--- src/rtl/apb_timer_ctrl_if.sv ---
// APB3 bus bundle between a master and the apb_timer_ctrl register block.
interface apb_timer_ctrl_if #(
  parameter int ADDR_W = 4,
  parameter int DATA_W = 32
);
  logic              psel;
  logic              penable;
  logic              pwrite;
  logic [ADDR_W-1:0] paddr;
  logic [DATA_W-1:0] pwdata;
  logic [DATA_W-1:0] prdata;
  logic              pready;
  logic              pslverr;

  modport master (
    output psel, penable, pwrite, paddr, pwdata,
    input  prdata, pready, pslverr
  );

  modport slave (
    input  psel, penable, pwrite, paddr, pwdata,
    output prdata, pready, pslverr
  );
endinterface

--- src/rtl/apb_timer_ctrl.sv ---
// APB3 register block feeding the timer enable/final value and collecting its done pulses.
// Optional: define TIMER_CTRL_LOAD_LOCK_EN to reject LOAD writes while the timer is enabled.
module apb_timer_ctrl #(
  parameter int DATA_W      = 32,
  parameter int ADDR_W      = 4,
  parameter int WAIT_STATES = 0,
  parameter int CNT_W       = 16
) (
  input  logic            clk,
  input  logic            reset,
  apb_timer_ctrl_if.slave apb,
  output logic            timer_enable,
  output logic [9:0]      final_value,
  input  logic            timer_done,
  output logic            irq
);
  // state  | meaning
  // IDLE   | no transfer; watching for a setup phase
  // SETUP  | setup phase sampled; first access cycle, wait counter loaded
  // ACCESS | later access cycles while the wait counter runs down
  typedef enum logic [1:0] {IDLE, SETUP, ACCESS} state_t;

  state_t            state_q, state_d;
  logic [2:0]        wait_q, wait_d;
  logic              ready_q, ready_d;
  logic              err_q, err_d;
  logic [DATA_W-1:0] rdata_q, rdata_d;

  logic [1:0]        ctrl_q;
  logic [9:0]        load_q;
  logic              sticky_q;
  logic [CNT_W-1:0]  ticks_q;
  logic              irq_q;

  logic              setup_seen, complete, unmapped, lock_err, wr_ok;
  logic [1:0]        reg_sel;
  logic [DATA_W-1:0] rd_mux;
  logic              unused_bits;

  assign reg_sel     = apb.paddr[3:2];
  assign unmapped    = (apb.paddr >> 4) != '0;
  assign setup_seen  = apb.psel & ~apb.penable;
  assign complete    = (state_q != IDLE) & apb.psel & ready_q;
  assign unused_bits = ^{apb.pwdata[DATA_W-1:10], apb.paddr[1:0]};

`ifdef TIMER_CTRL_LOAD_LOCK_EN
  assign lock_err = apb.pwrite & (reg_sel == 2'd1) & ctrl_q[0];
`else
  assign lock_err = 1'b0;
`endif

  assign wr_ok = complete & apb.pwrite & ~unmapped & ~lock_err;

  always_comb begin
    rd_mux = '0;
    case (reg_sel)
      2'd0:    rd_mux[1:0]       = ctrl_q;
      2'd1:    rd_mux[9:0]       = load_q;
      2'd2:    rd_mux[0]         = sticky_q;
      default: rd_mux[CNT_W-1:0] = ticks_q;
    endcase
  end

  always_ff @(posedge clk) begin
    if (reset) begin
      state_q <= IDLE;
      wait_q  <= '0;
      ready_q <= 1'b0;
      err_q   <= 1'b0;
      rdata_q <= '0;
    end else begin
      state_q <= state_d;
      wait_q  <= wait_d;
      ready_q <= ready_d;
      err_q   <= err_d;
      rdata_q <= rdata_d;
    end
  end

  always_comb begin
    state_d = state_q;
    wait_d  = wait_q;
    case (state_q)
      IDLE: begin
        if (setup_seen) begin
          state_d = SETUP;
          wait_d  = 3'(WAIT_STATES);
        end
      end
      SETUP, ACCESS: begin
        // a completed beat or a dropped psel both return to IDLE, which
        // picks up a back-to-back setup phase on the following cycle
        if (!apb.psel || ready_q) begin
          state_d = IDLE;
        end else begin
          state_d = ACCESS;
          if (wait_q != 3'd0) wait_d = wait_q - 3'd1;
        end
      end
      default: state_d = IDLE;
    endcase
  end

  // pready is registered, so it is decided one cycle ahead of the beat it ends
  always_comb begin
    ready_d = 1'b0;
    err_d   = 1'b0;
    rdata_d = '0;
    case (state_q)
      IDLE:          ready_d = setup_seen && (WAIT_STATES == 0);
      SETUP, ACCESS: ready_d = apb.psel && !ready_q && (wait_q == 3'd1);
      default:       ready_d = 1'b0;
    endcase
    if (ready_d) begin
      err_d   = unmapped | lock_err;
      rdata_d = (apb.pwrite || unmapped) ? '0 : rd_mux;
    end
  end

  always_ff @(posedge clk) begin
    if (reset) begin
      ctrl_q   <= '0;
      load_q   <= '0;
      sticky_q <= 1'b0;
      ticks_q  <= '0;
      irq_q    <= 1'b0;
    end else begin
      irq_q <= sticky_q & ctrl_q[1];
      if (wr_ok && reg_sel == 2'd0) ctrl_q <= apb.pwdata[1:0];
      if (wr_ok && reg_sel == 2'd1) load_q <= apb.pwdata[9:0];
      if (timer_done)
        sticky_q <= 1'b1;
      else if (wr_ok && reg_sel == 2'd2 && apb.pwdata[0])
        sticky_q <= 1'b0;
      if (wr_ok && reg_sel == 2'd3)
        ticks_q <= CNT_W'(timer_done);
      else if (timer_done)
        ticks_q <= ticks_q + CNT_W'(1);
    end
  end

  assign apb.pready   = ready_q;
  assign apb.pslverr  = err_q;
  assign apb.prdata   = rdata_q;
  assign timer_enable = ctrl_q[0];
  assign final_value  = load_q;
  assign irq          = irq_q;
endmodule

--- src/flat_wrapper.sv ---
// flat-port wrapper written by rule: the top's interface ports become plain ports
module apb_timer_ctrl_flat 
#(
  parameter int DATA_W      = 32,
  parameter int ADDR_W      = 4,
  parameter int WAIT_STATES = 0,
  parameter int CNT_W       = 16
)
  (clk, reset, timer_enable, final_value, timer_done, irq, apb_psel, apb_penable, apb_pwrite, apb_paddr, apb_pwdata, apb_prdata, apb_pready, apb_pslverr);
  apb_timer_ctrl_if #(.ADDR_W(ADDR_W), .DATA_W(DATA_W)) apb_i ();
  input  logic clk;
  input  logic reset;
  output logic timer_enable;
  output logic [9:0] final_value;
  input  logic timer_done;
  output logic irq;
  input wire logic [$bits(apb_i.psel)-1:0] apb_psel;
  input wire logic [$bits(apb_i.penable)-1:0] apb_penable;
  input wire logic [$bits(apb_i.pwrite)-1:0] apb_pwrite;
  input wire logic [$bits(apb_i.paddr)-1:0] apb_paddr;
  input wire logic [$bits(apb_i.pwdata)-1:0] apb_pwdata;
  output wire logic [$bits(apb_i.prdata)-1:0] apb_prdata;
  output wire logic [$bits(apb_i.pready)-1:0] apb_pready;
  output wire logic [$bits(apb_i.pslverr)-1:0] apb_pslverr;
  assign apb_i.psel = apb_psel;
  assign apb_i.penable = apb_penable;
  assign apb_i.pwrite = apb_pwrite;
  assign apb_i.paddr = apb_paddr;
  assign apb_i.pwdata = apb_pwdata;
  assign apb_prdata = apb_i.prdata;
  assign apb_pready = apb_i.pready;
  assign apb_pslverr = apb_i.pslverr;
  apb_timer_ctrl #(.DATA_W(DATA_W), .ADDR_W(ADDR_W), .WAIT_STATES(WAIT_STATES), .CNT_W(CNT_W)) u_core (.clk(clk), .reset(reset), .apb(apb_i), .timer_enable(timer_enable), .final_value(final_value), .timer_done(timer_done), .irq(irq));
endmodule
--- config.mk ---
export PLATFORM = sky130hd
export DESIGN_NAME = apb_timer_ctrl_flat
export DESIGN_NICKNAME = d
export VERILOG_FILES = /design/src/rtl/apb_timer_ctrl_if.sv /design/src/rtl/apb_timer_ctrl.sv /design/src/flat_wrapper.sv
export SDC_FILE = /design/constraint.sdc
export NUM_CORES = 1
export LEC_CHECK = 0
export ABC_AREA = 1
export CORE_MARGIN = 3
export CORE_UTILIZATION = 40
export DETAILED_ROUTE_END_ITERATION = 16
export GPL_ROUTABILITY_DRIVEN = 0
export PLACE_DENSITY = 0.73
export SLEW_MARGIN = 30
export SYNTH_ARGS = -nofsm -noshare
export SYNTH_HDL_FRONTEND = slang
export SYNTH_SLANG_ARGS = --single-unit
--- constraint.sdc ---
create_clock -name clk -period 1.72 [get_ports clk]
set_input_delay 0.258 -clock clk [delete_from_list [all_inputs] [get_ports clk]]
set_output_delay 0.258 -clock clk [all_outputs]
set_load 0.02 [all_outputs]
# Yosys cells after proc, flatten, opt, wreduce, memory -nomap -nowiden
# Index checks and enable logic that the tools add are counted.
[totals] regBits=68 latchBits=0 ramBits=0 romBits=0 input_bits=42 out_inout_bits=46 word_cells=69 mem_count=0
[op_classes] n_addsub=2 mul=0 div=0 order_cmp=0 n_eq_ne=9 shifts=0 mux=15 bitwise_logic=7 reduce_logical=24
[ops] operator="16-bit by 1-bit adder with 16-bit output (second input constant)" count=1
[ops] operator="8-bit one-hot mux with 2 select lines" count=1
[ops] operator="3-bit 2-to-1 mux" count=3
[ops] operator="2-bit nonzero test" count=4
[ops] operator="2-bit OR reduction" count=4
[ops] operator="1-bit logical AND" count=7
[ops] operator="2-bit == test (second input constant)" count=3
[ops] operator="1-bit one-hot mux with 3 select lines" count=2
[ops] operator="3-bit one-hot mux with 2 select lines" count=1
[ops] operator="6-bit OR reduction" count=1
[ops] operator="1-bit AND" count=5
[ops] operator="2-bit by 1-bit == test with 1-bit output (second input constant)" count=2
[ops] operator="2-bit zero test" count=2
[ops] operator="1-bit 2-to-1 mux" count=4
[ops] operator="2-bit 2-to-1 mux" count=2
[ops] operator="2-bit by 1-bit inequality test with 1-bit output (second input constant)" count=2
[ops] operator="2-bit one-hot mux with 2 select lines" count=1
[ops] operator="4-bit AND reduction" count=1
[ops] operator="3-bit by 1-bit == test with 1-bit output (second input constant)" count=1
[ops] operator="3-bit nonzero test" count=1
[ops] operator="3-bit OR reduction" count=1
[ops] operator="3-bit by 1-bit subtractor with 3-bit output (second input constant)" count=1
[ops] operator="1-bit zero test" count=2
[ops] operator="2-bit inequality test (second input constant)" count=1
[ops] operator="other kinds (3)" count=4

# Logic depth before layout (Yosys ltp)
[depth] depth_word=8 ltp_mapped=10 depth_no_buf=10

# Worst setup path before layout
# Ideal clock, no wire load.
[synth_path] kind="register to register" from="register u_core.state_q[0]" to="register u_core.ticks_q[5]" setup_time_ns=0.122 arrival_ns=1.249 required_time_ns=1.598 path_slack_ns=0.350 path_stages_with_launch=10 n_path_buf=1 period_less_slack_ns=1.370 cell_sequence="dfxtp_1 inv_1 ha_1 inv_2 nand3_2 nor2_4 nand2_1 nand2_2 buf_6 a21oi_1"
[synth_between] elab_chain_cells=6
[synth_rtl] element="from (decl)" line_no="apb_timer_ctrl.sv:23" source="state_t state_q, state_d;"
[synth_rtl] element="from (signal assigned)" line_no="apb_timer_ctrl.sv:72" source="state_q <= state_d;"
[synth_rtl] element="2-bit nonzero test" line_no="apb_timer_ctrl.sv:43" source="assign complete = (state_q != IDLE) & apb.psel & ready_q;"
[synth_rtl] element="1-bit AND (2 in series)" line_no="apb_timer_ctrl.sv:43"
[synth_rtl] element="1-bit AND" line_no="apb_timer_ctrl.sv:52" source="assign wr_ok = complete & apb.pwrite & ~unmapped & ~lock_err;"
[synth_rtl] element="1-bit logical AND" line_no="apb_timer_ctrl.sv:135" source="if (wr_ok && reg_sel == 2'd3)"
[synth_rtl] element="2-bit OR reduction (no line)"
[synth_rtl] element="to (signal assigned)" line_no="apb_timer_ctrl.sv:136" source="ticks_q <= CNT_W'(timer_done);"
[synth_rtl] element="to (signal assigned)" line_no="apb_timer_ctrl.sv:138" source="ticks_q <= ticks_q + CNT_W'(1);"
[synth_rtl] element="to (decl)" line_no="apb_timer_ctrl.sv:32" source="logic [CNT_W-1:0] ticks_q;"
# Every way passes these cells.
# A chain may end at the register's enable or synchronous reset.

# Worst setup path in the final report
[layout_path] from="register u_core.ready_q, in the netlist u_core.apb.pready" to="output apb_pready"
[layout_rtl] element="from (decl)" line_no="apb_timer_ctrl.sv:25" source="logic ready_q, ready_d;"
[layout_rtl] element="from (signal assigned)" line_no="apb_timer_ctrl.sv:74" source="ready_q <= ready_d;"
[layout_rtl] element="to (decl)" line_no="flat_wrapper.sv:23" source="output wire logic [$bits(apb_i.pready)-1:0] apb_pready;"
# No word-level cell between the ends.

==> results.rst <==
.. list-table::
   :header-rows: 1

   * - Metric
     - Value
   * - Critical path data arrival time
     - 1320 ps
   * - Total number of placement rows
     - 27
   * - Total standard cell area after synthesis
     - 2460 sq um
   * - Clock sink total
     - 52
   * - Endpoint required time on the critical path
     - 1460 ps
   * - Wire length of the first global-routing pass
     - slightly below 9 mm
   * - Final WL
     - 5.27 mm
   * - Count of final setup violators
     - 0
   * - Remaining global-route overflow
     - 0
   * - Cell with the largest stage delay on the worst path
     - sky130_fd_sc_hd__clkdlybuf4s50_1
   * - Placeable core area
     - 5740 sq um
   * - Worst path cell trace
     - clkdlybuf4s50_1
   * - Worst clock skew
     - 11.9 ps
   * - CTS max path bufs
     - 2
   * - Reg power frac
     - 0.511
   * - Iter 0 DRT Violations
     - between 50 and 60
   * - Total power divided by cell area
     - between 700 and 800 nW/um^2
   * - Least setup slack across all paths after layout
     - 137 ps
   * - Number of synthesized flops with an enable pin
     - 0
   * - Final period utilization
     - 0.920
   * - Final slew viol count
     - 0
   * - Count of distinct cell types in the synthesized netlist
     - 36
   * - Number of vias per cell after detailed routing
     - 4.64
   * - Leakage power
     - approximately 1.2 nW
   * - Category of cells accounting for the largest share of critical-path delay
     - buffers and inverters
   * - Biggest cell delay along the critical path
     - between 600 and 700 ps
   * - Htree depth
     - 2
   * - Chip Width
     - ~85 um
   * - Dpl cells
     - between 400 and 500
   * - Switch share
     - 0.265
   * - Total half-perimeter wirelength after legalization and detailed placement
     - 4.08 mm
   * - Fraction of layout instances using a drive strength above 1
     - 0.132
   * - Cells taking the most area after synthesis
     - sky130_fd_sc_hd__dfxtp_1 (42%), sky130_fd_sc_hd__nand2_1 (9.3%), sky130_fd_sc_hd__nor2_1 (8.1%)
   * - Highest attainable clock frequency
     - 632 MHz
   * - Combinational cell fraction of total power
     - 0.140
   * - Length of the first detailed-routing pass in iterations
     - 4
   * - Most common cell in the synthesized netlist
     - sky130_fd_sc_hd__nand2_1
   * - Ant diodes
     - 0
   * - TritonCTS clock tree
     - yes
   * - Port-buffer cells
     - 46
   * - Post-Synthesis Cells
     - 323
   * - Power spent charging and discharging nets
     - 0.000650 W
   * - Number of antenna violations at the first check in global routing
     - 0
   * - Residual antenna-violating net count after detailed routing
     - 0
   * - Crit path buf inv count
     - 1
   * - Unrepaired setup endpoints after global routing
     - false
   * - Yosys warning total
     - 0
   * - Outcome
     - complete, no violations
   * - Clock power share
     - 0.349
   * - Critical Path Source Type
     - flop
   * - Cell-internal power
     - 0.00181 W
   * - Most area-hungry cell type in the Yosys netlist
     - sky130_fd_sc_hd__dfxtp_1
   * - Leading post-synthesis cells by instance count
     - sky130_fd_sc_hd__nand2_1 (61), sky130_fd_sc_hd__nor2_1 (53), sky130_fd_sc_hd__dfxtp_1 (52)
   * - Final worst path period need
     - ~1600 ps
   * - Fillers
     - 547
   * - Worst IR Drop VDD
     - 0.466 mV
   * - Flip-flop cell with the highest count after synthesis
     - sky130_fd_sc_hd__dfxtp_1
   * - Post-route insts no fill
     - 452
   * - Largest fanout on the critical path
     - 3
   * - Min-Delay Path Class
     - reg2reg
   * - Die span in y
     - 84.5 um
   * - DRC viols
     - 0
   * - Hold violation total from the final report
     - 0
   * - Starting Density
     - 0.429
   * - Final routed wire length divided by cell count
     - 11.7 um
   * - Nets
     - 427
   * - Maximum number of pins on one net before global-route repair
     - 18
   * - Async set or reset register ratio after synthesis
     - 0
   * - Clock insertion delay at the later pin of the skew report
     - around 310 ps
   * - Total number of vias
     - 2,098
   * - Max cap viols
     - 0
   * - Clk pin slew, worst setup/hold paths
     - ~100 ps
   * - Number of register bits inferred by synthesis
     - 52
   * - Sequential cell area fraction in the yosys report
     - 0.422
   * - Type of element capturing the critical path
     - output pin
   * - Avg Cell Area, Syn
     - 7.63 sq um
   * - TritonCTS buffer count
     - 5
   * - Root Buffer Master
     - sky130_fd_sc_hd__clkbuf_8
   * - I/O pin count
     - a little under 90
   * - Setup Slack @ Placement
     - -60.5 ps
   * - Kind of critical path
     - reg2out
   * - Die area
     - roughly 7100 sq um
   * - Total routing usage reported by global routing
     - 0.152
   * - Synthesis-to-finish area growth
     - 25.8%
   * - Vias in the first global route
     - just over 2,000
   * - Portion of synthesized cell area occupied by the leading cell type
     - 0.422
==> final timing paths <==
kind,startpoint,to,slack (ps),cells after the start
max,u_core.apb.pready$_SDFF_PP0_,apb_pready,140,1
min,u_core.ticks_q[15]$_SDFFE_PP0P_,u_core.apb.prdata[15]$_SDFF_PP0_,450,2
max reg2reg,u_core.state_q[0]$_SDFFE_PP0P_,u_core.final_value[7]$_SDFFE_PP0P_,170,9
min reg2reg,u_core.ticks_q[15]$_SDFFE_PP0P_,u_core.apb.prdata[15]$_SDFF_PP0_,450,2
==> layer usage <==
| layer | vias to the layer above | global-route usage | routed length (um) |
|---|---|---|---|
| li1 | 1097 | - | - |
| met1 | 942 | 0.186 | 2430 |
| met2 | 53 | 0.265 | 2520 |
| met3 | 6 | 0.0334 | 247 |
| met4 | 0 | 0.0432 | 73 |
| met5 | - | 0 | 0 |
==> cells in the final DEF, fill, tap and decap left out, types with 6 or more instances in the layout <==
master,instances
sky130_fd_sc_hd__nand2_2,7
sky130_fd_sc_hd__nor2_1,53
sky130_fd_sc_hd__nand2_1,61
sky130_fd_sc_hd__a21oi_1,20
sky130_fd_sc_hd__ha_1,6
sky130_fd_sc_hd__buf_4,11
sky130_fd_sc_hd__nand3_1,15
sky130_fd_sc_hd__clkdlybuf4s50_1,46
sky130_fd_sc_hd__inv_1,30
sky130_fd_sc_hd__conb_1,17
sky130_fd_sc_hd__o21ai_0,15
sky130_fd_sc_hd__dfxtp_1,52
==> worst min-delay path, stage by stage (launching register included) <==
cell                      delay (ps)
sky130_fd_sc_hd__dfxtp_1         330
sky130_fd_sc_hd__inv_1            50
sky130_fd_sc_hd__nor2_1           30
==> power by group through the flow <==
| stage | Combinational (W) | Sequential, W | Clock (W) |
|---|---|---|---|
| global route | 0.000384 | 0.00126 | 0.000917 |
| detailed placement | 0.000340 | 0.00128 | 0 |
| finish | 0.000344 | 0.00125 | 0.000858 |
| CTS | 0.000341 | 0.00125 | 0.000874 |
| floorplan | 0.000262 | 0.00128 | 0 |
| global placement | 0.000324 | 0.00128 | 0 |
==> through the flow <==
step | hold slack [ps] | area [sq um] | util | setup TNS [ps] | total power [W]
2_1_floorplan | 421 | 2520 | - | 0 | 0.00154
3_3_place_gp | 434 | 2980 | 0.519 | -73.9 | 0.00161
3_5_place_dp | 440 | 2980 | 0.519 | -556 | 0.00162
4_1_cts | 453 | 3100 | 0.539 | 0 | 0.00247
5_1_grt | 476 | 3100 | 0.540 | 0 | 0.00256
6_report | 448 | 3100 | 0.540 | 0 | 0.00246
==> state kept, by name, summed over array words and instances, names as in the netlist <==
register / count
u_core.wait_q: 3
u_core.ticks_q: 16
u_core.sticky_q: 1
u_core.state_q: 2
u_core.ctrl_q: 2
u_core.final_value: 10
u_core.apb.prdata: 16
u_core.irq: 1
u_core.apb.pready: 1
==> kinds of logic after synthesis <==
family,synth area share
AND/OR/NAND/NOR,0.321
AO/OA/AOI/OAI,0.0970
flip-flops,0.422
buffers and inverters,0.120
XOR/XNOR,0.00711
other,0.00152
adder cells (fa/ha/maj),0.0305
==> final cells by class <==
| type | instances | area (sq um) | share of cell area |
|---|---|---|---|
| Multi-Input combinational cell | 231 | 1190 | 0.383 |
| Sequential cell | 52 | 1040 | 0.336 |
| Timing Repair Buffer | 57 | 543 | 0.175 |
| Inverter | 32 | 124 | 0.0400 |
| Tap cell | 72 | 90.1 | 0.0291 |
| Clock buffer | 5 | 68.8 | 0.0222 |
| Clock inverter | 3 | 46.3 | 0.0149 |
==> timing repair <==
action,in CTS,in global routing
hold buffers,0,0
resized for setup,0,1
buffers inserted,0,0
endpoints found under the setup margin,0,10
Power figures use the tool's default switching activity.
